`src/rtl/ex_mem_stage.sv`:
```
// EX->MEM pipeline register with valid/ready handshake, stall, flush and beq/bne resolution.
// Define EX_MEM_SKID_EN to add a 1-entry skid buffer that registers in_ready.
module ex_mem_stage #(
    parameter int WORD_LENGTH = 32,
    parameter int RD_WIDTH    = 5
) (
    input  logic                   clk,
    input  logic                   reset,
    input  logic                   flush,
    input  logic                   in_valid,
    output logic                   in_ready,
    input  logic [WORD_LENGTH-1:0] alu_result,
    input  logic                   alu_zero,
    input  logic                   alu_carry,
    input  logic                   alu_negative,
    input  logic [RD_WIDTH-1:0]    in_rd,
    input  logic                   in_reg_write,
    input  logic                   in_mem_read,
    input  logic                   in_mem_write,
    input  logic [WORD_LENGTH-1:0] in_store_data,
    input  logic                   in_branch,
    input  logic                   in_bne,
    output logic                   out_valid,
    input  logic                   out_ready,
    output logic [WORD_LENGTH-1:0] out_result,
    output logic [2:0]             out_flags,
    output logic [RD_WIDTH-1:0]    out_rd,
    output logic                   out_reg_write,
    output logic                   out_mem_read,
    output logic                   out_mem_write,
    output logic [WORD_LENGTH-1:0] out_store_data,
    output logic                   branch_taken
);

    typedef struct packed {
        logic [WORD_LENGTH-1:0] result;
        logic [2:0]             flags;
        logic [RD_WIDTH-1:0]    rd;
        logic                   reg_write;
        logic                   mem_read;
        logic                   mem_write;
        logic [WORD_LENGTH-1:0] store_data;
        logic                   branch;
    } beat_t;

    beat_t in_beat;
    beat_t out_q;
    logic  valid_q;
    logic  out_space;

    // Branch decision and $zero suppression are resolved before capture.
    always_comb begin
        in_beat            = '0;
        in_beat.result     = alu_result;
        in_beat.flags      = {alu_negative, alu_carry, alu_zero};
        in_beat.rd         = in_rd;
        in_beat.reg_write  = in_reg_write & (in_rd != '0);
        in_beat.mem_read   = in_mem_read;
        in_beat.mem_write  = in_mem_write;
        in_beat.store_data = in_store_data;
        in_beat.branch     = in_branch & (alu_zero ^ in_bne);
    end

    assign out_space = ~valid_q | out_ready;

`ifdef EX_MEM_SKID_EN
    beat_t skid_q;
    logic  skid_full;

    assign in_ready = ~skid_full;

    always_ff @(posedge clk or negedge reset) begin
        if (!reset) begin
            valid_q   <= 1'b0;
            out_q     <= '0;
            skid_q    <= '0;
            skid_full <= 1'b0;
        end else if (flush) begin
            valid_q         <= 1'b0;
            out_q.reg_write <= 1'b0;
            out_q.mem_read  <= 1'b0;
            out_q.mem_write <= 1'b0;
            out_q.branch    <= 1'b0;
            skid_full       <= 1'b0;
        end else if (out_space) begin
            // A full skid has priority; in_ready was low so no new beat can arrive.
            if (skid_full) begin
                out_q     <= skid_q;
                valid_q   <= 1'b1;
                skid_full <= 1'b0;
            end else begin
                valid_q <= in_valid;
                if (in_valid) begin
                    out_q <= in_beat;
                end
            end
        end else if (in_valid && !skid_full) begin
            skid_q    <= in_beat;
            skid_full <= 1'b1;
        end
    end
`else
    assign in_ready = out_space;

    always_ff @(posedge clk or negedge reset) begin
        if (!reset) begin
            valid_q <= 1'b0;
            out_q   <= '0;
        end else if (flush) begin
            valid_q         <= 1'b0;
            out_q.reg_write <= 1'b0;
            out_q.mem_read  <= 1'b0;
            out_q.mem_write <= 1'b0;
            out_q.branch    <= 1'b0;
        end else if (in_ready) begin
            valid_q <= in_valid;
            if (in_valid) begin
                out_q <= in_beat;
            end
        end
    end
`endif

    assign out_valid      = valid_q;
    assign out_result     = out_q.result;
    assign out_flags      = out_q.flags;
    assign out_rd         = out_q.rd;
    assign out_store_data = out_q.store_data;
    assign out_reg_write  = valid_q & out_q.reg_write;
    assign out_mem_read   = valid_q & out_q.mem_read;
    assign out_mem_write  = valid_q & out_q.mem_write;
    assign branch_taken   = valid_q & out_q.branch;

endmodule

```
`config.mk`:
```
export PLATFORM = sky130hd
export DESIGN_NAME = ex_mem_stage
export DESIGN_NICKNAME = d
export VERILOG_FILES = /design/src/rtl/ex_mem_stage.sv
export SDC_FILE = /design/constraint.sdc
export NUM_CORES = 1
export LEC_CHECK = 0
export BUFFER_PORTS_ARGS = -buffer_cell sky130_fd_sc_hd__buf_2
export CAP_MARGIN = 30
export CORE_MARGIN = 2
export CORE_UTILIZATION = 47
export CTS_CLUSTER_DIAMETER = 100
export DETAILED_ROUTE_END_ITERATION = 10
export HOLD_SLACK_MARGIN = 0.05
export PLACE_DENSITY = 0.8
export SKIP_LAST_GASP = 1
export SLEW_MARGIN = 0
export SYNTH_ARGS = -nofsm -noshare
export SYNTH_HDL_FRONTEND = slang
export SYNTH_SLANG_ARGS = --single-unit
export TNS_END_PERCENT = 1
```
`constraint.sdc`:
```
create_clock -name clk -period 1.9 [get_ports clk]
set_input_delay 0.285 -clock clk [delete_from_list [all_inputs] [get_ports clk]]
set_output_delay 0.285 -clock clk [all_outputs]
set_load 0.02 [all_outputs]
```
==> reports/results.tsv <==
metric	value	unit
result of the run	complete, no violations	
synthesized flop and latch total	77	
routability cong.	0.771	
Root Buffer	clkbuf_8	
vias in the first global route	2185	
crit-path cells	nor2b_2 > inv_1 > buf_2	
Worst-Margin Slew	0.486	ns
fmax	596	MHz
Startpoint Class	flop	
area of the multi-input gates	957	µm²
WP data arrival	1.39	ns
H-tree level count	3	
number of fill cells	633	
DR vias/cell	4.68	
Slew Viols, Final	0	
fin nets	430	
Slowest Stage Delay on Critical Path	0.39	ns
sequential area share after synthesis	54.9	%
diodes inserted	0	
final setup TNS	0	ns
WL final	5990	µm
CTS max path bufs	2	
Unique masters post-synth	18	
CTS Buf Count	9	
Core Region	0.00725	mm²
Critical-path top delay cell	dfrtp_1	
GRT overflow	0	
Starting Density	48.4	%
Leak	1.99	nW
MaxCap Viol Count	0	
Antenna Nets Post-Route	0	
cell class contributing the biggest share of worst-path delay	flip-flops	
Syn Area/Cell	13.9	µm²
DRT Pass-1 Iters	4	
number of synthesis warnings	0	
share of layout cells above drive strength 1	68.3	%
die width	90.4	µm
Die H	90.4	µm
gr usage total	14.9	%
Worst Hold Class	primary input to flop	
CP Buf/Inv Count	2	
Final Cycle Share	88.3	%
clock skew	0.0115	ns
I/O Buffers	159	
# setup viols final	0	
wire per inst	13.3	µm
clk_lat worst skew	0.34	ns
Netlist Area Pre-Place	0.00351	mm²
hold slack final	0.161	ns
# rows	31	
CP Capture Type	output port	
commonest non-fill, non-tap cell in the layout	buf_2	
CTS clock-pin slew for the worst setup and hold paths	0.08	ns
Post-DP HPWL	4500	µm
Post-Syn Instances	253	
initial antenna violation count	0	
final hold vios	0	
post-synthesis net count	335	
required time worst endpoint	1.62	ns
Sink Count	77	
global-route wire length before repair	9780	µm
Reg area	0.00193	mm²
Worst R2R Setup Slack	0.28	ns
CTS tree	done	
worst IR drop on VDD	0.525	mV
vias post-DR	2116	
initial drt markers	55	
Tmin final	1.68	ns
largest net degree at the start of global routing	51	
kind of critical path	flop to output port	
pwr dens	1050	mW/mm²
RSZ-0062 raised after global routing	false	
detailed-route DRC error count	0	
P&R area growth vs syn	15.8	%
I/O pin count	160	
CP max FO	6	
Worst slew margin	67.6	%
most frequent cells in the layout	158 x buf_2, 77 x dfrtp_1, 61 x mux2_2	
die area	0.00817	mm²
==> final timing paths <==
kind / from / to / depth (start not counted)
setup / recovery: out_valid$_DFFE_PN0P_ / in_ready / 3
hold / removal: alu_result[9] / out_result[9]$_DFFE_PN0P_ / 2
setup reg to reg: out_valid$_DFFE_PN0P_ / out_store_data[4]$_DFFE_PN0P_ / 4
hold reg to reg: out_result[19]$_DFFE_PN0P_ / out_result[19]$_DFFE_PN0P_ / 1
max in group asynchronous: reset / out_result[19]$_DFFE_PN0P_ / 3
min in group asynchronous: reset / out_result[8]$_DFFE_PN0P_ / 2
==> stage by stage <==
step / total power, mW / cells / util [%] / cell area (µm²) / setup slack [ns]
final: 4.27 / 452 / 56.0 / 4060 / 0.222
after CTS: 4.34 / 452 / 56.0 / 4060 / 0.0585
after global placement: 3.11 / 435 / 53.2 / 3860 / 0.312
after global routing: 4.51 / 452 / 56.0 / 4060 / 0.132
after floorplan: 3.07 / 253 / - / 3510 / 0.212
after detailed placement: 3.15 / 435 / 53.2 / 3860 / 0.275
==> layer usage <==
metal  up-vias  track usage [%]  share of wire, %
met5         -                0                 0
li1        975                -                 -
met4         0             7.05               1.7
met2       107             25.8                48
met3        10             4.92               8.8
met1      1024             16.6                41
==> sequential cells by signal (all words and copies together), names as in the netlist <==
| register | count |
|---|---|
| out_rd | 5 |
| out_flags | 3 |
| out_q | 4 |
| out_valid | 1 |
| out_result | 32 |
| out_store_data | 32 |
==> power breakdown <==
group,switching (mW),internal [mW]
registers,0.122,1.91
clock network,0.571,0.605
logic,0.609,0.462
==> cell type report <==
cell class | instances | area share [%]
clock buffer | 10 | 3.14
clock inverter | 6 | 1.57
inverter | 2 | 0.185
multi-input combinational | 95 | 23.6
sequential | 77 | 47.4
tap | 99 | 3.05
timing repair buffer | 163 | 21.1
==> logic make-up after synthesis <==
family          count (synthesis)  synth area share, %
compound gates                  9                 1.28
xor+xnor                        1                0.250
buf+inv                        81                 17.9
flops                          77                 54.9
mux                            72                 23.1
simple gates                   13                 2.57
==> synth_stat cells <==
cell type | n | area share [%]
xor2_1 | 1 | 0.25
buf_6 | 7 | 2.2
mux2_1 | 11 | 3.5
buf_4 | 72 | 15
dfrtp_1 | 77 | 55
nor3_4 | 1 | 0.46
nand3_1 | 2 | 0.29
and2_1 | 4 | 0.71
nor2b_1 | 2 | 0.36
nor2_1 | 1 | 0.11
o21ai_0 | 5 | 0.71
nand4_1 | 1 | 0.18
a21oi_1 | 4 | 0.57
inv_2 | 1 | 0.11
or4_1 | 1 | 0.21
nand4b_1 | 1 | 0.25
mux2_2 | 61 | 20
inv_1 | 1 | 0.11
==> what timing repair did <==
item                                    4_1_cts  5_1_grt
hold endpoints to repair                     37        0
hold buffers                                  1        0
endpoints found under the setup margin        0        1
gates resized for setup                       0        1
setup buffers                                 0        0
(Power assumes the default switching activity.)
